### src/rtl/red_pitaya_lpf_inverse_block_pkg.sv
// Shared definitions for the lowpass-inverse filter and its saturator.
// Holds the clog2 helper, the derived shift limit, the FSM encoding,
// the priming length and a signed saturate helper with clip flag.
package red_pitaya_lpf_inverse_block_pkg;

   // Smallest r with 2^r >= v.
   function automatic int unsigned clog2_f(input longint unsigned v);
      int unsigned     r;
      longint unsigned t;
      r = 0;
      t = 64'd1;
      while (t < v) begin
         t = t << 1;
         r = r + 1;
      end
      return r;
   endfunction

   localparam int unsigned CLK_HZ       = 125000000;
   localparam int unsigned MINBW_DEF    = 10;
   localparam int unsigned MAXSHIFT_DEF = clog2_f(CLK_HZ / MINBW_DEF);

   typedef enum logic [1:0] {
      ST_OFF   = 2'd0,
      ST_PRIME = 2'd1,
      ST_RUN   = 2'd2
   } lpf_inv_state_t;

   // Cycles spent in PRIME before the inverse path is trusted.
   localparam int unsigned PRIME_CYCLES = 2;
   localparam int unsigned PRIME_CNT_W  = 2;

   // value holds the clipped result as a 64-bit two's complement word.
   typedef struct packed {
      logic [63:0] value;
      logic        clip;
   } sat_result_t;

   // Clip a signed value to the range of an out_w-bit signed word.
   function automatic sat_result_t sat_signed(input logic signed [63:0] v,
                                              input int unsigned       out_w);
      sat_result_t        r;
      logic signed [63:0] hi;
      logic signed [63:0] lo;
      hi = (64'sd1 <<< (out_w - 1)) - 64'sd1;
      lo = -(64'sd1 <<< (out_w - 1));
      r.clip = 1'b1;
      if (v > hi) begin
         r.value = hi;
      end else if (v < lo) begin
         r.value = lo;
      end else begin
         r.value = v;
         r.clip  = 1'b0;
      end
      return r;
   endfunction

endpackage

### src/rtl/red_pitaya_sat_block.sv
// Registered signed saturator with a clip flag, shared by filter stages.
// data_o/clip_o update one cycle after data_i; reset clears both.
module red_pitaya_sat_block
   import red_pitaya_lpf_inverse_block_pkg::*;
#(
   parameter int unsigned IN_W  = 40,
   parameter int unsigned OUT_W = 14
) (
   input  logic                    clk_i,
   input  logic                    rstn_i,
   input  logic signed [IN_W-1:0]  data_i,
   output logic signed [OUT_W-1:0] data_o,
   output logic                    clip_o
);

   logic signed [63:0] data_ext;
   sat_result_t        sat_r;
   logic               sat_unused;

   // Widen to the helper's word size and clip combinationally.
   always_comb begin
      data_ext = 64'(data_i);
      sat_r    = sat_signed(data_ext, OUT_W);
   end

   // Upper bits of the clipped word are pure sign extension.
   assign sat_unused = ^sat_r.value[63:OUT_W];

   // Register the clipped value and its flag.
   always_ff @(posedge clk_i) begin
      if (!rstn_i) begin
         data_o <= '0;
         clip_o <= 1'b0;
      end else begin
         data_o <= sat_r.value[OUT_W-1:0];
         clip_o <= sat_r.clip;
      end
   end

endmodule

### src/rtl/red_pitaya_lpf_inverse_block.sv
// Pole-cancelling inverse of the shift-based first-order lowpass:
//   x_hat[n] = y[n-1] + 2^s * (y[n] - y[n-1])
// Three-stage pipeline with fixed 3-cycle latency in every mode, a priming
// FSM (OFF/PRIME/RUN) that holds bypass output until the delay line is
// filled with samples taken under the current shift, and a saturated output.
// Optional macro LPF_INVERSE_SATCNT_EN adds sat_cnt_o, a 16-bit saturating
// count of clipped RUN cycles, cleared while OFF.
// state_o exposes the FSM state for observation.
// The block has no handshake: one sample is consumed and produced per clock.
module red_pitaya_lpf_inverse_block
   import red_pitaya_lpf_inverse_block_pkg::*;
#(
   parameter int unsigned SHIFTBITS  = 4,
   parameter int unsigned SIGNALBITS = 14,
   parameter int unsigned MINBW      = 10
) (
   input  logic                         clk_i,
   input  logic                         rstn_i,
   input  logic [SHIFTBITS:0]           shift,
   input  logic                         filter_on,
   input  logic signed [SIGNALBITS-1:0] signal_i,
   output logic signed [SIGNALBITS-1:0] signal_o,
   output logic                         sat_o,
   output logic [1:0]                   state_o
`ifdef LPF_INVERSE_SATCNT_EN
   ,
   output logic [15:0]                  sat_cnt_o
`endif
);

   localparam int unsigned MAXSHIFT = clog2_f(CLK_HZ / MINBW);
   localparam int unsigned SHIFT_W  = SHIFTBITS + 1;
   localparam int unsigned ACC_W    = SIGNALBITS + MAXSHIFT + 2;
   localparam logic [SHIFT_W-1:0]     MAXSHIFT_S = SHIFT_W'(MAXSHIFT);
   localparam logic [PRIME_CNT_W-1:0] PRIME_LOAD = PRIME_CNT_W'(PRIME_CYCLES);
   localparam logic [PRIME_CNT_W-1:0] PRIME_ONE  = PRIME_CNT_W'(1);

   // Shift handling
   logic [SHIFT_W-1:0] shift_eff;
   logic [SHIFT_W-1:0] shift_q;
   logic               shift_chg;

   // Pipeline
   logic signed [SIGNALBITS-1:0] d1;
   logic signed [SIGNALBITS-1:0] d2;
   logic signed [SIGNALBITS-1:0] byp;
   logic signed [SIGNALBITS:0]   diff;
   logic signed [ACC_W-1:0]      diff_ext;
   logic signed [ACC_W-1:0]      d2_ext;
   logic signed [ACC_W-1:0]      acc_next;
   logic signed [ACC_W-1:0]      acc;
   logic signed [ACC_W-1:0]      sel;

   // FSM
   lpf_inv_state_t          state_q;
   lpf_inv_state_t          state_d;
   logic [PRIME_CNT_W-1:0]  cnt_q;
   logic [PRIME_CNT_W-1:0]  cnt_d;

   // Clamp the requested shift; larger values would exceed the accumulator.
   always_comb begin
      shift_eff = (shift > MAXSHIFT_S) ? MAXSHIFT_S : shift;
      shift_chg = (shift_eff != shift_q);
   end

   // Shadow copy of the effective shift, used to detect changes.
   always_ff @(posedge clk_i) begin
      if (!rstn_i) begin
         shift_q <= '0;
      end else begin
         shift_q <= shift_eff;
      end
   end

   // Difference is one bit wider than the signal; the shifted difference
   // plus d2 always fits in ACC_W bits even at MAXSHIFT.
   always_comb begin
      diff     = (SIGNALBITS + 1)'(d1) - (SIGNALBITS + 1)'(d2);
      diff_ext = ACC_W'(diff);
      d2_ext   = ACC_W'(d2);
      acc_next = d2_ext + (diff_ext <<< shift_eff);
   end

   // S1 delay line and S2 gain/bypass stage, running in every state.
   always_ff @(posedge clk_i) begin
      if (!rstn_i) begin
         d1  <= '0;
         d2  <= '0;
         acc <= '0;
         byp <= '0;
      end else begin
         d1  <= signal_i;
         d2  <= d1;
         acc <= acc_next;
         byp <= d1;
      end
   end

   // S3 source: the inverse result only in RUN. byp never clips, so sat_o
   // can only rise while running.
   always_comb begin
      sel = (state_q == ST_RUN) ? acc : ACC_W'(byp);
   end

   red_pitaya_sat_block #(
      .IN_W  (ACC_W),
      .OUT_W (SIGNALBITS)
   ) u_sat (
      .clk_i  (clk_i),
      .rstn_i (rstn_i),
      .data_i (sel),
      .data_o (signal_o),
      .clip_o (sat_o)
   );

   // FSM state and prime counter registers.
   always_ff @(posedge clk_i) begin
      if (!rstn_i) begin
         state_q <= ST_OFF;
         cnt_q   <= '0;
      end else begin
         state_q <= state_d;
         cnt_q   <= cnt_d;
      end
   end

   // Next-state logic: disabling always wins; a shift change restarts priming.
   always_comb begin
      state_d = state_q;
      cnt_d   = cnt_q;
      case (state_q)
         ST_OFF: begin
            if (filter_on) begin
               state_d = ST_PRIME;
               cnt_d   = PRIME_LOAD;
            end
         end
         ST_PRIME: begin
            if (!filter_on) begin
               state_d = ST_OFF;
               cnt_d   = '0;
            end else if (shift_chg) begin
               cnt_d   = PRIME_LOAD;
            end else if (cnt_q == PRIME_ONE) begin
               state_d = ST_RUN;
               cnt_d   = '0;
            end else begin
               cnt_d   = cnt_q - PRIME_ONE;
            end
         end
         ST_RUN: begin
            if (!filter_on) begin
               state_d = ST_OFF;
            end else if (shift_chg) begin
               state_d = ST_PRIME;
               cnt_d   = PRIME_LOAD;
            end
         end
         default: begin
            state_d = ST_OFF;
            cnt_d   = '0;
         end
      endcase
   end

   assign state_o = state_q;

`ifdef LPF_INVERSE_SATCNT_EN
   // Count clipped output cycles; sticks at all-ones, cleared while OFF.
   always_ff @(posedge clk_i) begin
      if (!rstn_i || (state_q == ST_OFF)) begin
         sat_cnt_o <= '0;
      end else if (sat_o && (sat_cnt_o != 16'hFFFF)) begin
         sat_cnt_o <= sat_cnt_o + 16'd1;
      end
   end
`endif

endmodule

### config.mk
export PLATFORM = sky130hd
export DESIGN_NAME = red_pitaya_lpf_inverse_block
export DESIGN_NICKNAME = d
export VERILOG_FILES = /design/src/rtl/red_pitaya_lpf_inverse_block_pkg.sv /design/src/rtl/red_pitaya_sat_block.sv /design/src/rtl/red_pitaya_lpf_inverse_block.sv
export SDC_FILE = /design/constraint.sdc
export NUM_CORES = 1
export LEC_CHECK = 0
export BUFFER_PORTS_ARGS = -buffer_cell sky130_fd_sc_hd__buf_2
export CORE_ASPECT_RATIO = 1.25
export CORE_MARGIN = 2
export CORE_UTILIZATION = 30
export DETAILED_ROUTE_END_ITERATION = 10
export GPL_TIMING_DRIVEN = 0
export PLACE_DENSITY = 0.57
export SYNTH_ARGS = -nofsm -noshare
export SYNTH_HDL_FRONTEND = slang
export SYNTH_SLANG_ARGS = --single-unit
export TNS_END_PERCENT = 100
### constraint.sdc
create_clock -name clk_i -period 6.64 [get_ports clk_i]
set_clock_uncertainty 0.15 [all_clocks]
set_input_delay 1.328 -clock clk_i [delete_from_list [all_inputs] [get_ports clk_i]]
set_output_delay 1.328 -clock clk_i [all_outputs]
set_load 0.05 [all_outputs]
Word level (Yosys, flattened, before mapping). Cells that the tools add are included.

Muxes and demuxes: 20. Equality and inequality tests: 10. Reductions and logical operators: 4. Bitwise operators: 1. $add $sub $neg: 3. Shift operators: 1. Magnitude comparators: 3.

Operator list (count): $add 14x40->40 (1); $gt 40x14->1 const B (1); $lt 40x14->1 const B (1); $mux 40 (1); $sshl 15x5->40 (1); $mux 2 (12); $sub 14x14->15 (1); $mux 14 (1); $mux 13 (1); $pmux 2 s3 (2); $ne 3x3->1 const B (3); $ne 2x2->1 const B (3); $gt 5x5->1 const B (1); $mux 5 (1); $ne 5x5->1 (1); $eq 2x1->1 const B (2); $reduce_and 4->1 (1); $reduce_and 3->1 (1); $eq 2x2->1 const B (1); $logic_not 2->1 (1); $mux 1 (2); $reduce_or 2->1 (1); $sub 2x1->2 const B (1); $not 1->1 (1).

Flip-flop bits (word level): 92. Logic and storage cells: 51. Output and inout bits: 17. Input bits: 22.

Depth between registers and ports, before layout. Gate-level depths: netlist (run 1).

Depth after elaboration: 6. Depth in mapped cells: 25. Mapped depth without buffers: 25.

Cells and area by module. Synthesis (run 1) repeated with hierarchy kept, for this count alone.

Cell total of the unflattened synthesis: 959. Area total of the unflattened synthesis: 7370.8 µm².

Modules (own cells, without submodules): red_pitaya_lpf_inverse_block (cells each 875, times used 1, area an instance 6605.1 µm², seq. area each 1541.5 µm²); red_pitaya_sat_block (cells each 84, times used 1, area an instance 765.7 µm², seq. area each 300.3 µm²).

Least setup slack after synthesis (run 1). OpenSTA, ideal clock, no wires.

Path kind: input-to-reg. Start: input shift[4]. End: register acc[36]. Slack: 1.007 ns. Cell stages on the path: 22. Buffers on the path: 4. Data required time: 6.375 ns. Setup time: 0.115 ns. Arrival time: 5.368 ns. Cells stage by stage: clkbuf_1 -> a21bo_2 -> buf_2 -> buf_4 -> clkbuf_1 -> nor2_1 -> a31oi_1 -> mux2i_1 -> and2_1 -> o21ai_0 -> o211ai_1 -> ha_1 -> a21o_1 -> a21o_1 -> a2111oi_2 -> nor3_1 -> a2bb2oi_2 -> a31oi_1 -> or3_1 -> a41oi_2 -> xnor2_1 -> and2_1.

Cells in the longest elaborated chain, start to end: 4.

RTL lines: from (decl) (RTL line red_pitaya_lpf_inverse_block.sv:19) `input logic [SHIFTBITS:0] shift,`; $gt 5x5->1 (RTL line red_pitaya_lpf_inverse_block.sv:62) `shift_eff = (shift > MAXSHIFT_S) ? MAXSHIFT_S : shift;`; $mux 5 * (RTL line red_pitaya_lpf_inverse_block.sv:62); $sshl 15x5->40 * (RTL line red_pitaya_lpf_inverse_block.sv:81) `acc_next = d2_ext + (diff_ext <<< shift_eff);`; $add 14x40->40 * (RTL line red_pitaya_lpf_inverse_block.sv:81); to (signal assigned) (RTL line red_pitaya_lpf_inverse_block.sv:94) `acc <= acc_next;`; to (decl) (RTL line red_pitaya_lpf_inverse_block.sv:51) `logic signed [ACC_W-1:0] acc;`.

Mark *: on every way between the ends. The rest lies on a longest branch, timed or not. A chain may end at the register's enable or synchronous reset.

Final worst setup path (run 1).
Start: input shift[4]. End: register acc[39].

Same word-level chain as after synthesis.

==> flow_summary.ini, run 1 <==
[sta]
drv_slew = 0
slew_headroom_pct = 32.3
period_share_pct = 96.4
tns_ns = 0
fin_crit_ns = 6.40
final-setup-viol-count = 0
worst_slack_ns = 0.241
grt_setup_unrepaired = false
tightest_slew_ns = 1.01
fmax_mhz = 156
holdWs_ns = 0.309
hold_violations = 0

[logic_synthesis]
synth_compound_area_share_pct = 26.9
synth_edf_count = 0
synth_top_flop_cell = dfxtp_1
avgSynthCellArea_um2 = 7.62
ys_seq_elements = 92
synth_top_family_by_area = compound AO/OA/AOI/OAI gates
netlist_instances = 941
synth_fa_ha_area_share_pct = 9.98
yosysUniqueCellTypes = 78
synth_mux_area_share_pct = 2.42
ys_seq_area_share_pct = 25.7
syn_area_um2 = 7170
ys_warn_count = 0
synth-xor-area-share_pct = 4.27
synth_nets = 1019
ys_async_sr_fraction_pct = 0
synth_simple_gate_area_share_pct = 25.7

[global_route]
track_usage_pct = 18.4
antenna_found_initial = 0
gr-total-overflow = 0
grt_pass1_vias = 6609
grt_max_degree = 29
grt_pass1_wl_mm = 36.0

[route]
route.detailed.drc = 0
viasPerCell = 5.42
antenna_left = 0
vias = 6961
wire_per_inst_um = 17.7
drt-total-wl_mm = 22.8
dr.pass1.iters = 5
drt_iter0_drc = 478

[placed_design]
port_buffers = 36
hpwl_mm = 18.1
dp_slack_ns = -0.352
dp_cells = 1269
gp_congestion = 0.949

[final_layout]
layout-drive-gt1-share_pct = 10.3
n_antenna_cell = 0
final_nets = 1066
area_growth_pct = 12.2
regArea_um2 = 1840
n_fill_cell = 2489
multi_input_area_um2 = 4970
fin_cells = 1285

[floorplan]
die_w_um = 142
ioPinCount = 39
rows = 63
fp.dieArea_um2 = 25200
placeableCoreArea_um2 = 23600
start_util_pct = 30.4
fp.dieH_um = 177

[worst_hold_path]
hold_path.class = reg -> reg

[critical_path]
max_stage_delay_ns = 0.47
cp-end-kind = flop
arrival_ns = 6.52
path_common_cell = a21oi_1
crit_path_cell_trace = clkbuf_2 > a21boi_0 > buf_4 > buf_2 > mux2i_1 > nor2_1 > a21oi_1 > o21ai_1 > nor2_1 > ha_1 > a21oi_1 > o21ai_0 > a211o_1 > nand4_1 > nor3b_2 > o31ai_1 > a21oi_1 > nand2_1 > a31oi_1 > mux2i_1
cp_slowest_cell = a21oi_1
crit_type = in -> reg
worstPathMaxFanout = 10
crit_path_start_kind = primary input
crit_required_ns = 6.76

[clock_network]
post_cts_buffers = 0
cts_buffers = 9
ctsResizeCount = 1
cts.clk_slew.worst_paths_ns = 0.07
hold_buffers = 0
clk_latency_ns = 0.36
cts.path.max_buffers = 2
cts-root-buf = clkbuf_16
cts.sinks = 92
ctsHtreeMaxLevel = 3
cts_tree = done

[power_and_ir_drop]
seq_power_share_pct = 34.8
switching_share_pct = 36.8
switchingPower_mw = 0.663
peakVddDrop_uv = 136
power_density_nw_per_um2 = 224
power_leakage_nw = 3.46
internal_power_mw = 1.14
power.share.combinational_pct = 35.0
pwr-share-clk_pct = 30.2

[outcome]
outcome = complete, no violations

[flow_run]
max_cap_viol_count = 0
-- cells in the mapped netlist, drive strengths merged (15+ instances only) --
cell | instances | area share (%)
o21ai | 73 | 5.1
buf | 15 | 1.3
a21o | 25 | 2.7
xnor2 | 24 | 2.9
nor4 | 16 | 1.4
nand2 | 66 | 3.5
a21oi | 92 | 6.5
ha | 54 | 9.4
dfxtp | 92 | 26
nor3 | 35 | 2.4
clkbuf | 34 | 1.8
and2 | 77 | 6.8
nor2 | 76 | 4.0
inv | 36 | 1.9
nand3 | 26 | 1.8
-- path summary, 6_finish.rpt --
kind / start / endpoint / slack, ns / depth (start not counted)
worst max-delay path: shift[4] / acc[39] / 0.24 / 20
worst min-delay path: d1[0] / byp[0] / 0.31 / 1
worst max register to register: byp[2] / acc[36] / 0.48 / 23
worst min register to register: d1[0] / byp[0] / 0.31 / 1
-- cells by family after synthesis --
| family | after synthesis |
|---|---|
| fa+ha+maj | 56 |
| xor+xnor | 35 |
| compound gates | 299 |
| buf+inv | 85 |
| mux | 17 |
| simple gates | 357 |
| flops | 92 |
-- layout make-up --
class / count / area share [%]
plain buffers: 49 / 2.86
clock buffers: 9 / 2.80
clock inverters: 7 / 1.15
inverters: 36 / 1.68
multi-input cells: 764 / 61.8
flip-flops and latches: 92 / 22.9
well taps: 292 / 4.54
repair buffers: 36 / 2.24
-- through the flow --
step / instance area (um^2) / utilization (%) / power (mW)
after floorplan: 7170 / - / 1.09
after global placement: 7720 / 32.7 / 1.26
after detailed placement: 7720 / 32.7 / 1.26
after CTS: 8040 / 34.1 / 1.81
after global routing: 8050 / 34.1 / 1.91
final: 8050 / 34.1 / 1.81
-- critical path, delay by kind of cell --
family,cells,cell delay [ns]
buffers and inverters,3,0.71
muxes,2,0.55
AOI/OAI and AO/OA,9,2.76
and+or+nand+nor,5,0.86
adders and majority gates,1,0.28
-- power by group through the flow --
stage | combinational, mW | clock [mW] | sequential [mW]
after floorplan | 0.453 | 0 | 0.640
after global placement | 0.618 | 0 | 0.641
after detailed placement | 0.618 | 0 | 0.642
after CTS | 0.622 | 0.562 | 0.629
after global routing | 0.694 | 0.580 | 0.634
final | 0.632 | 0.545 | 0.628
-- routing by layer --
layer | part of all wire, % | vias to the layer above | global-route usage, %
met5 | 0 | - | 0
met4 | 3.5 | 0 | 8.00
met3 | 4.7 | 41 | 2.14
met2 | 49 | 211 | 32.0
met1 | 43 | 3207 | 23.0
li1 | - | 3502 | -
-- registers in the layout (all words and copies together) (netlist names) --
register / count
acc: 40
byp: 14
cnt_q: 2
d1: 14
shift_q: 5
state_o: 2
u_sat.clip_o: 1
u_sat.data_o: 14
-- placed cells by master, fill, tap and decap left out, types with 4 or more instances in the layout --
master / instances
nand2_1: 66
nor3_1: 35
o21bai_1: 7
or2_2: 4
a21o_1: 23
dfxtp_1: 91
o21ai_0: 71
o22ai_1: 7
clkbuf_1: 30
nor2_1: 76
a31oi_1: 10
or3_1: 6
and3_1: 11
o31ai_1: 7
o211ai_1: 12
nand4_1: 11
clkbuf_16: 9
xnor2_1: 24
buf_2: 46
a21oi_1: 90
nor4_1: 16
nor3b_1: 4
ha_1: 54
nand2b_1: 4
mux2i_1: 14
nor2b_1: 8
inv_1: 36
a211oi_1: 11
nand3_1: 26
and2_1: 76
xor2_1: 11
o21a_1: 14
No activity file was read; power rests on OpenSTA's default activity.
==> run 2, diff against run 1 <==
- CORE_UTILIZATION: 30 -> 45
- GPL_TIMING_DRIVEN: 0 -> unset
- PLACE_DENSITY: 0.57 -> 0.74
==> flow_summary.ini, run 2 (synthesis gave the netlist of run 1 again) <==
[clock_network]
cts.clk_slew.worst_paths_ns = 0.07
cts_buffers = 9
cts-root-buf = clkbuf_16
cts.sinks = 92
ctsHtreeMaxLevel = 3
clk_latency_ns = 0.36
post_cts_buffers = 0
ctsResizeCount = 0
cts.path.max_buffers = 2
hold_buffers = 0
cts_tree = done

[power_and_ir_drop]
peakVddDrop_uv = 127
power_density_nw_per_um2 = 224
power_leakage_nw = 3.43
p_total_mw = 1.76

[critical_path]
worstPathMaxFanout = 8
cp-end-kind = flop
cp_slowest_cell = ha_1
arrival_ns = 6.13
crit_type = reg -> reg
path_common_cell = a21oi_1
reg2reg_slack_ns = 0.61
crit_path_start_kind = flop
max_stage_delay_ns = 0.42
crit_required_ns = 6.74

[floorplan]
placeableCoreArea_um2 = 15600
fp.dieArea_um2 = 17000
start_util_pct = 46.1
fp.dieH_um = 145
die_w_um = 117
rows = 51
ioPinCount = 39

[final_layout]
final_nets = 1039
area_growth_pct = 9.60
largest_reg_flops = 40
n_fill_cell = 1631
mostFrequentLayoutCell = dfxtp_1
n_antenna_cell = 0
mostFrequentLayoutCells = dfxtp_1 (92), a21oi_1 (90), and2_1 (76)
top_register = acc
layout-drive-gt1-share_pct = 10.8

[global_route]
gr-total-overflow = 0
grt_pass1_wl_mm = 32.3
grt_max_degree = 95
track_usage_pct = 23.7
antenna_found_initial = 0
grt_pass1_vias = 6448

[worst_hold_path]
hold_path.class = reg -> reg

[sta]
slew_headroom_pct = 39.0
grt_setup_unrepaired = false
drv_slew = 0
tns_ns = 0
hold_violations = 0
period_share_pct = 90.8
fmax_mhz = 166
tightest_slew_ns = 0.911
fin_crit_ns = 6.03
final-setup-viol-count = 0

[route]
route.detailed.drc = 0
drt_iter0_drc = 485
dr.pass1.iters = 5
viasPerCell = 5.80
antenna_left = 0
vias = 6835
wire_per_inst_um = 16.6
drt-total-wl_mm = 19.5

[placed_design]
port_buffers = 38
gp_congestion = 1.00
hpwl_mm = 15.4

[flow_run]
max_cap_viol_count = 0

[outcome]
outcome = complete, no violations
run 2: final cells by class:
cell class,instances,area [um^2],area share (%)
flip-flops and latches,92,1840,23.4
well taps,212,265,3.37
multi-input cells,764,4970,63.2
repair buffers,58,353,4.49
clock buffers,9,225,2.87
clock inverters,7,68.8,0.876
inverters,36,135,1.72
run 2: final timing paths:
| check | to | from | depth (start not counted) |
|---|---|---|---|
| min reg2reg | byp[0] | d1[0] | 1 |
| max reg2reg | acc[36] | d1[0] | 25 |
| max | acc[36] | d1[0] | 25 |
| min | byp[0] | d1[0] | 1 |
run 2: metrics by stage:
stage          hold slack [ns]  instances  instance area, um^2  utilization (%)  setup slack (ns)
2_1_floorplan            0.280        941                 7170                -              1.01
3_3_place_gp             0.284       1162                 7570             48.6             0.523
3_5_place_dp             0.290       1162                 7570             48.6             0.542
4_1_cts                  0.307       1178                 7860             50.5             0.651
5_1_grt                  0.339       1178                 7860             50.5             0.149
6_report                 0.304       1178                 7860             50.5             0.613
run 2: report_power, final:
| group | switching, mW | internal, mW |
|---|---|---|
| clock | 0.246 | 0.264 |
| combinational | 0.376 | 0.249 |
| sequential | 0.0265 | 0.599 |
| total | 0.648 | 1.11 |
run 2: routing by layer:
layer / global-route usage (%) / share of wire, % / vias up
met5: 0 / 0 / -
li1: - / - / 3438
met4: 8.59 / 3.5 / 0
met2: 39.0 / 48 / 215
met1: 30.9 / 44 / 3134
met3: 3.55 / 4.7 / 48
run 2: critical path, delay by kind of cell (launching register included):
kind / cells / cell delay (ns)
adder cells (fa/ha/maj): 3 / 1.05
buffers and inverters: 3 / 0.56
AO/OA/AOI/OAI: 11 / 2.21
AND/OR/NAND/NOR: 7 / 1.48
XOR/XNOR: 1 / 0.15
flip-flops: 1 / 0.32
